[src/rtl/ddr_write_back.sv]
// ddr_write_back: packs 32-bit result pixels four to a 128-bit word, queues
// the words in a small FIFO and writes them to consecutive DDR3 word addresses
// over an Avalon-MM master port, one single-word burst per write.
module ddr_write_back #(
  parameter int FIFO_DEPTH = 2
) (
  input  logic         iCLK,
  input  logic         reset,
  input  logic         start,
  input  logic [25:0]  start_address,
  input  logic [9:0]   stride,
  input  logic [9:0]   rows,
  output logic         done,
  input  logic         pix_valid,
  input  logic [31:0]  pix_data,
  output logic         pix_ready,
  output logic [25:0]  avl_address,
  output logic [127:0] avl_writedata,
  output logic         avl_write,
  output logic         avl_read,
  output logic         avl_burstbegin,
  input  logic         avl_wait_request_n
);

  localparam int AW = $clog2(FIFO_DEPTH);
  localparam logic [AW:0] FULL_CNT = (AW+1)'(FIFO_DEPTH);

  localparam logic [1:0] S_IDLE = 2'd0;
  localparam logic [1:0] S_RUN  = 2'd1;
  localparam logic [1:0] S_DONE = 2'd2;

  logic [1:0]   state_q, state_d;
  logic [25:0]  addr_q, addr_d;
  logic [19:0]  total_q, total_d;
  logic [21:0]  pix_cnt_q, pix_cnt_d;
  logic [19:0]  words_q, words_d;
  logic [1:0]   lane_q, lane_d;
  logic [95:0]  pack_q, pack_d;
  logic [AW-1:0] wr_ptr_q, rd_ptr_q;
  logic [AW:0]  count_q;
  logic [127:0] mem_q [FIFO_DEPTH];

  logic        run, empty, full, pop, push, pix_fire, accept, last_word;
  logic [19:0] start_total;

  assign run   = (state_q == S_RUN);
  assign empty = (count_q == '0);
  assign full  = (count_q == FULL_CNT);

  // A pop frees a slot on the same edge, so a full FIFO still takes a pixel
  // when the controller is accepting the head word.
  assign avl_write = run && !empty;
  assign pop       = avl_write && avl_wait_request_n;
  assign pix_ready = run && (!full || pop) && (pix_cnt_q < {total_q, 2'b00});
  assign pix_fire  = pix_valid && pix_ready;
  assign push      = pix_fire && (lane_q == 2'd3);

  assign done        = !run;
  assign accept      = start && done;
  assign start_total = {10'd0, stride} * {10'd0, rows};
  assign last_word   = pop && ((words_q + 20'd1) == total_q);

  // Memory contents are not reset, so gate the data bus to keep it zero
  // whenever no write is being presented.
  assign avl_address    = addr_q;
  assign avl_writedata  = avl_write ? mem_q[rd_ptr_q] : '0;
  assign avl_read       = 1'b0;
  assign avl_burstbegin = avl_write;

  // Next-state for job control, address/counters and the pixel packer.
  always_comb begin
    state_d   = state_q;
    addr_d    = addr_q;
    total_d   = total_q;
    pix_cnt_d = pix_cnt_q;
    words_d   = words_q;
    lane_d    = lane_q;
    pack_d    = pack_q;
    case (state_q)
      S_RUN: begin
        if (pop) begin
          addr_d  = addr_q + 26'd1;
          words_d = words_q + 20'd1;
        end
        if (pix_fire) begin
          pix_cnt_d = pix_cnt_q + 22'd1;
          lane_d    = lane_q + 2'd1;
          case (lane_q)
            2'd0:    pack_d[31:0]  = pix_data;
            2'd1:    pack_d[63:32] = pix_data;
            2'd2:    pack_d[95:64] = pix_data;
            default: pack_d        = pack_q;
          endcase
        end
        if (last_word) state_d = S_DONE;
      end
      default: begin
        // Idle or finished: a start latches a new job; an empty job
        // never leaves the done condition.
        if (accept) begin
          state_d   = (start_total == 20'd0) ? S_DONE : S_RUN;
          addr_d    = start_address;
          total_d   = start_total;
          pix_cnt_d = '0;
          words_d   = '0;
          lane_d    = '0;
        end
      end
    endcase
  end

  // Control and counter registers; reset also aborts any job in progress.
  always_ff @(posedge iCLK) begin
    if (!reset) begin
      state_q   <= S_IDLE;
      addr_q    <= '0;
      total_q   <= '0;
      pix_cnt_q <= '0;
      words_q   <= '0;
      lane_q    <= '0;
      pack_q    <= '0;
    end else begin
      state_q   <= state_d;
      addr_q    <= addr_d;
      total_q   <= total_d;
      pix_cnt_q <= pix_cnt_d;
      words_q   <= words_d;
      lane_q    <= lane_d;
      pack_q    <= pack_d;
    end
  end

  // FIFO pointers and occupancy; push+pop together leaves the count unchanged.
  always_ff @(posedge iCLK) begin
    if (!reset) begin
      wr_ptr_q <= '0;
      rd_ptr_q <= '0;
      count_q  <= '0;
    end else begin
      if (push) wr_ptr_q <= wr_ptr_q + 1'b1;
      if (pop)  rd_ptr_q <= rd_ptr_q + 1'b1;
      case ({push, pop})
        2'b10:   count_q <= count_q + 1'b1;
        2'b01:   count_q <= count_q - 1'b1;
        default: count_q <= count_q;
      endcase
    end
  end

  // FIFO storage: the fourth pixel goes straight into the word with lanes 0..2.
  always_ff @(posedge iCLK) begin
    if (push) mem_q[wr_ptr_q] <= {pix_data, pack_q};
  end

endmodule

[config.mk]
export PLATFORM = sky130hd
export DESIGN_NAME = ddr_write_back
export DESIGN_NICKNAME = d
export VERILOG_FILES = /design/src/rtl/ddr_write_back.sv
export SDC_FILE = /design/constraint.sdc
export NUM_CORES = 1
export LEC_CHECK = 0
export BUFFER_PORTS_ARGS = -buffer_cell sky130_fd_sc_hd__buf_2
export CAP_MARGIN = 20
export CELL_PAD_IN_SITES_DETAIL_PLACEMENT = 0
export CELL_PAD_IN_SITES_GLOBAL_PLACEMENT = 1
export CORE_MARGIN = 10
export CORE_UTILIZATION = 51
export CTS_CLUSTER_DIAMETER = 100
export CTS_CLUSTER_SIZE = 40
export DETAILED_ROUTE_END_ITERATION = 6
export PLACE_DENSITY = 0.85
export SLEW_MARGIN = 10
export SYNTH_ARGS = -nofsm -noshare
export SYNTH_HDL_FRONTEND = slang
export SYNTH_SLANG_ARGS = --single-unit
[constraint.sdc]
create_clock -name iCLK -period 13.4 [get_ports iCLK]
set_input_delay 1.34 -clock iCLK [delete_from_list [all_inputs] [get_ports iCLK]]
set_output_delay 1.34 -clock iCLK [all_outputs]
set_load 0.005 [all_outputs]
==> results of run 1 <==
==> sequential cells by signal, indices dropped and copies added, names as in the netlist, named ones only <==
| signal | count |
|---|---|
| avl_address | 26 |
| count_q | 2 |
| lane_q | 2 |
| mem_q | 256 |
| pack_q | 96 |
| pix_cnt_q | 22 |
| rd_ptr_q | 1 |
| state_q | 2 |
| total_q | 20 |
| words_q | 20 |
| wr_ptr_q | 1 |
==> critical path, cell delays in order <==
cell      delay, ns
buf_2          0.20
nand2_1        0.11
fa_1           0.53
inv_1          0.05
fa_1           0.45
ha_1           0.34
fa_1           0.54
inv_1          0.06
fa_1           0.54
inv_1          0.04
ha_1           0.36
a21o_1         0.22
a221o_1        0.46
a211oi_1       0.50
xnor2_1        0.21
o21ai_0        0.11
nor4_1         0.23
nor4b_2        0.29
a41o_1         0.20
==> cell families after synthesis <==
| family | Yosys count |
|---|---|
| AOI/OAI and AO/OA | 248 |
| xor gates and xnor gates | 60 |
| adders and majority gates | 144 |
| buffers and inverters | 211 |
| DFF | 449 |
| muxes | 226 |
| other | 1 |
| and+or+nand+nor | 739 |
==> cell usage in the layout (no fill, tap or decap), types with 6 or more instances in the layout <==
master / synthesis / layout
nand2_1: 265 / 265
edfxtp_1: 256 / 256
buf_2: 11 / 239
nor2_1: 236 / 233
mux2i_1: 225 / 225
dfxtp_1: 193 / 192
a21oi_1: 102 / 102
inv_1: 97 / 96
ha_1: 82 / 82
and2_1: 76 / 76
fa_1: 62 / 62
o21ai_0: 52 / 51
xnor2_1: 40 / 40
nand3_1: 41 / 38
xor2_1: 20 / 20
nor4_1: 19 / 19
buf_4: 3 / 19
nor3_1: 17 / 17
clkbuf_16: 0 / 17
and3_1: 16 / 16
or3_1: 15 / 15
a21o_1: 14 / 14
a211oi_1: 14 / 14
nand4_1: 13 / 13
o31ai_1: 11 / 11
nand2b_1: 7 / 7
a31oi_1: 6 / 6
a22oi_1: 6 / 6
clkbuf_1: 81 / 6
==> through the flow <==
| stage | hold slack, ns | cell area, sq um | power, mW |
|---|---|---|---|
| 3_3_place_gp | 0.427 | 24000 | 2.52 |
| 5_1_grt | 0.473 | 24600 | 3.39 |
| 4_1_cts | 0.463 | 24600 | 3.21 |
| 2_1_floorplan | 0.425 | 22400 | 2.30 |
| 3_5_place_dp | 0.437 | 24000 | 2.54 |
| 6_report | 0.462 | 24600 | 3.20 |
==> worst min-delay path by stage <==
stage                          start           end
after floorplan            pack_q[0]   mem_q[0][0]
after global placement    pack_q[62]  mem_q[0][62]
after detailed placement  pack_q[33]  mem_q[0][33]
after CTS                 pack_q[82]  mem_q[1][82]
after global routing      pack_q[82]  mem_q[1][82]
final                     pack_q[32]  mem_q[1][32]
==> final cells by class <==
class	count	area, sq um
clock buffer	23	448
clock inverter	5	83.8
fill	3727	18600
inverter	98	368
multi-input combinational	1418	10000
sequential	449	11600
tap	585	732
timing repair buffer	259	1370
==> layer usage <==
layer / routed length (microns) / track usage [%]
met4: 547 / 2.90
met3: 2690 / 2.84
met5: 13 / 0
met2: 26300 / 33.5
met1: 24400 / 26.6
==> power by group <==
group	internal, mW	switching (mW)
clock	0.254	0.423
sequential	1.49	0.0452
combinational	0.397	0.594
==> impl_metrics.ini, run 1 <==
[timing]
setup_tns_ns = 0
maxSlewHeadroom_pct = 29.0
max_clock_freq_mhz = 159
finClkSkew_ns = 0.0182
maxSlewViolCount = 0
setup_slack_ns = 7.09
rsz0062_at_grt = no
fin_crit_ns = 6.31
setup_violations = 0
worst_slew_pin_slew_ns = 1.07
hold_viol = 0
fin_crit_sh_pct = 47.1

[clock_tree]
cts_buffer_depth = 3
cts_sinks = 449
holdBufCountCts = 0
cts_tree = built
numCtsBuffers = 16
post_cts_buffers = 0
cts.repair.resized = 0
insertion_delay_ns = 0.54
htree_levels = 1
cts-root-buf = clkbuf_16
clk_pin_slew_ns = 0.14

[setup_path]
worstPathMaxFanout = 10
r2r_start = total_q[10]
path_class = in -> reg
crit_end = state_q[1]
r2r_slack_ns = 8.75
critPathLaunch = stride[3]
worst_r2r_endpoint = mem_q[0][89]
start_kind = input pin
cp.required_ns = 13.89
crit_path_end_kind = register
worstPathArrival_ns = 6.79
r2r_cells = 11

[global_routing]
grt_max_degree = 83
grt_first_pass_wirelength_mm = 85.3
antenna_found_initial = 1
grt_pass1_vias = 15200
grt_usage_pct = 19.7
grt-ovfl-total = 0

[drt]
route.vias.total = 15600
drc = 0
finalWirelength_mm = 54.0
ant_nets = 0
drt_pass1_iterations = 5
detail_route.wl_per_cell_microns = 19.0
vias_per_cell = 5.51
initialDrtViolationCount = 1180

[yosys]
ys_warn_count = 0
muxShareOfSynthArea_pct = 10.1
synthTopCellsByArea = edfxtp_1 (34%), dfxtp_1 (17%), mux2i_1 (10%), fa_1 (5.5%), ha_1 (4.6%)
synth-seq-cells = 449
synth_common_cells = nand2_1 (265), edfxtp_1 (256), nor2_1 (236), mux2i_1 (225), dfxtp_1 (193)
syn_area_sq_um = 22400
synthMostInstantiatedCell = nand2_1
synth_compound_gate_area_share_pct = 6.87
yosysSeqAreaShare_pct = 51.7
synthXorXnorAreaFrac_pct = 2.35
synth.distinct_cells = 76
synthAdderAreaFrac_pct = 10.1
synthFlopType = edfxtp_1
synth_edf_count = 256
synthCells = 2078
syn_area_per_cell_sq_um = 10.8
synth_largest_area_cell = edfxtp_1
yosys.area_share.simple_pct = 15.2
synth_top_family_by_area = simple AND/OR/NAND/NOR gates
async_flop_share_pct = 0
syn_nets = 2305
yosysTopAreaCellShare_pct = 34.4

[placement]
pre_cts_slack_ns = 6.52
finalWeightedCongestion = 0.872
io_buffers = 240
place_hpwl_mm = 38.7
dp_cells = 2808

[floorplanning]
core_sq_um = 43200
num_rows = 76
dieHeight_microns = 229
io_pins = 242
initial_core_util_pct = 51.8
die_width_microns = 229
die-area_sq_um = 52600

[layout]
syn_to_final_growth_pct = 9.94
nets = 2469
fin_util_pct = 57.0
antenna_cells = 0
drive_gt1_share_pct = 13.7
final_cells = 2837

[power_and_ir_drop]
vdd_drop_max_mv = 0.0815
p_leak_nw = 10.0
power.density_nw_per_um2 = 130

[outcome]
status = finished, final reports clean

[hold_path]
hold-path-cell-count = 0
min_path_type = reg -> reg

[job]
maxCapViolations = 0
Power figures use the tool's default switching activity.
==> run 2, diff against run 1 <==
ABC_AREA = 1   (was default)
CORE_UTILIZATION = 45   (was 51)
PLACE_DENSITY = 0.79   (was 0.85)
clock period = 6.4 ns   (was 13.4 ns; I/O delays follow)
==> run 2 against run 1 <==
- cell area up 1.3%
- die area is 14% higher
- setup slack got worse by 5.6 ns
- register-to-register slack got worse by 6.8 ns
- utilization decreased by 7.1 points
- sequential cell count unchanged
- global-route usage fell by 0.32 points
- area after synthesis increased by 1.3%
- worst hold slack got worse by 0.14 ns
- clock power is 120% higher
- largest cell class unchanged
- highest routed layer is now met4
==> impl_metrics.ini, run 2 <==
[outcome]
status = finished, final reports clean

[setup_path]
r2r_slack_ns = 1.99
path_class = in -> reg
start_kind = input pin
slowest_stage = fa_1
crit_end = state_q[0]
cp.required_ns = 6.89
crit_path_end_kind = register
crit_path_max_incr_delay_ns = 0.53
r2r_start = state_q[0]
r2r_cells = 14
worstPathMaxFanout = 10
crit_top_cell = nand2_1
worst_r2r_endpoint = mem_q[1][19]
worstPathArrival_ns = 5.42
critPathLaunch = stride[5]

[clock_tree]
cts.repair.resized = 0
post_cts_buffers = 0
cts-root-buf = clkbuf_16
numCtsBuffers = 17
clk_pin_slew_ns = 0.14
cts_sinks = 449
holdBufCountCts = 0
insertion_delay_ns = 0.56
htree_levels = 1
cts_buffer_depth = 3
cts_tree = built

[floorplanning]
io_pins = 242
dieHeight_microns = 244
initial_core_util_pct = 45.4
core_sq_um = 50000
num_rows = 82
die_width_microns = 244
die-area_sq_um = 59700

[timing]
fin_crit_sh_pct = 77.0
finClkSkew_ns = 0.0578
setup_violations = 0
setup_tns_ns = 0
max_clock_freq_mhz = 203
maxSlewHeadroom_pct = 33.3
hold_viol = 0
fin_crit_ns = 4.93
worst_slew_pin_slew_ns = 0.998
rsz0062_at_grt = no
maxSlewViolCount = 0

[drt]
detail_route.wl_per_cell_microns = 17.1
ant_nets = 0
initialDrtViolationCount = 1191
drt_pass1_iterations = 5
finalWirelength_mm = 59.0
route.vias.total = 17500
vias_per_cell = 5.09
drc = 0

[layout]
fin_util_pct = 49.8
mostFrequentLayoutCells = nand2_1 (707), nor2_1 (294), inv_1 (264), edfxtp_1 (256), buf_2 (239)
largest_register_ffs = 256
layout_commonest_cell = nand2_1
top_register = mem_q
final_cells = 3440
syn_to_final_growth_pct = 9.86
drive_gt1_share_pct = 11.0
nets = 2983

[power_and_ir_drop]
vdd_drop_max_mv = 0.208
power.density_nw_per_um2 = 265
p_leak_nw = 10.8
pwr-share-clk_pct = 22.5
switching_share_pct = 34.2
sequentialPowerShare_pct = 48.2
switchingPower_mw = 2.25
p_comb_share_pct = 29.3
power.internal_mw = 4.34

[yosys]
synth_common_cells = nand2_1 (707), nor2_1 (296), inv_1 (265), edfxtp_1 (256), a21oi_1 (227)
synth_edf_count = 256
yosysTopAreaCellShare_pct = 33.9
synthMostInstantiatedCell = nand2_1
synth.distinct_cells = 47
synth_largest_area_cell = edfxtp_1
syn_area_sq_um = 22700
synthFlopType = edfxtp_1
synthTopCellsByArea = edfxtp_1 (34%), dfxtp_1 (17%), nand2_1 (12%), fa_1 (5.5%), a21oi_1 (5.0%)
synthCells = 2607
syn_nets = 2834
synth-seq-cells = 449
async_flop_share_pct = 0
syn_area_per_cell_sq_um = 8.69
yosysSeqAreaShare_pct = 51.0
ys_warn_count = 0

[global_routing]
grt_pass1_vias = 17300
grt_usage_pct = 19.3
met3_usage_pct = 2.18
grt-ovfl-total = 0
grt_use_met2_pct = 33.5
grt_first_pass_wirelength_mm = 94.8
grt.met1_usage_pct = 25.6
antenna_found_initial = 1
grt_most_used_layer = met2
grt_max_degree = 129

[placement]
io_buffers = 240
dp_cells = 3409
place_hpwl_mm = 40.1
finalWeightedCongestion = 0.853

[job]
maxCapViolations = 0

[hold_path]
min_path_type = in -> reg
## run 2: worst min path at each step
stage                endpoint              from  depth (start not counted)
5_1_grt         mem_q[1][124]      pix_data[28]                          1
2_1_floorplan     mem_q[0][0]         pack_q[0]                          0
4_1_cts        avl_address[4]  start_address[4]                          3
3_5_place_dp     mem_q[0][48]        pack_q[48]                          0
6_report       avl_address[4]  start_address[4]                          3
3_3_place_gp     mem_q[1][39]        pack_q[39]                          0
## run 2: power groups by stage
stage          clock [mW]  combinational (mW)  sequential [mW]
6_report             1.48                1.93             3.17
5_1_grt              1.61                2.29             3.19
4_1_cts              1.53                1.97             3.18
3_5_place_dp            0                1.95             3.24
3_3_place_gp            0                1.94             3.24
2_1_floorplan           0                1.45             3.22
## run 2: critical path, delay by kind of cell
| family | cells | cell delay (ns) |
|---|---|---|
| simple gates | 15 | 1.43 |
| buf+inv | 6 | 0.47 |
| fa+ha+maj | 6 | 2.88 |
## run 2: per-stage QoR
| step | power (mW) | hold WS, ns | instance area, sq um | worst slack (ns) |
|---|---|---|---|---|
| CTS | 6.67 | 0.299 | 24900 | 1.46 |
| global placement | 5.18 | 0.429 | 24300 | 0.950 |
| detailed placement | 5.19 | 0.438 | 24300 | 0.887 |
| finish | 6.59 | 0.322 | 24900 | 1.47 |
| floorplan | 4.67 | 0.426 | 22700 | 1.01 |
| global route | 7.09 | 0.312 | 24900 | 1.03 |
## run 2: per-layer routing
metal	vias up	routed length, microns
li1	8717	-
met1	8385	26000
met2	352	29200
met3	61	2560
met4	0	1130
met5	-	0
## run 2: logic make-up (layout without fill, tap and decap cells)
logic type | count (synthesis) | in the layout | synth area share (%)
buffers and inverters | 400 | 560 | 7.11
AOI/OAI and AO/OA | 410 | 410 | 9.35
xor gates and xnor gates | 45 | 45 | 1.98
and+or+nand+nor | 1158 | 1158 | 20.6
DFF | 449 | 449 | 51.0
other | 1 | 2 | 0.0165
adders and majority gates | 144 | 144 | 10.0
## run 2: final cells by class
cell class                 count  area (sq um)
multi-input combinational   1758          9510
timing repair buffer         255          1350
antenna                        1          2.50
fill                        4803         25100
inverter                     275          1040
sequential                   449         11600
tap                          672           841
clock buffer                  24           452
clock inverter                 6           135
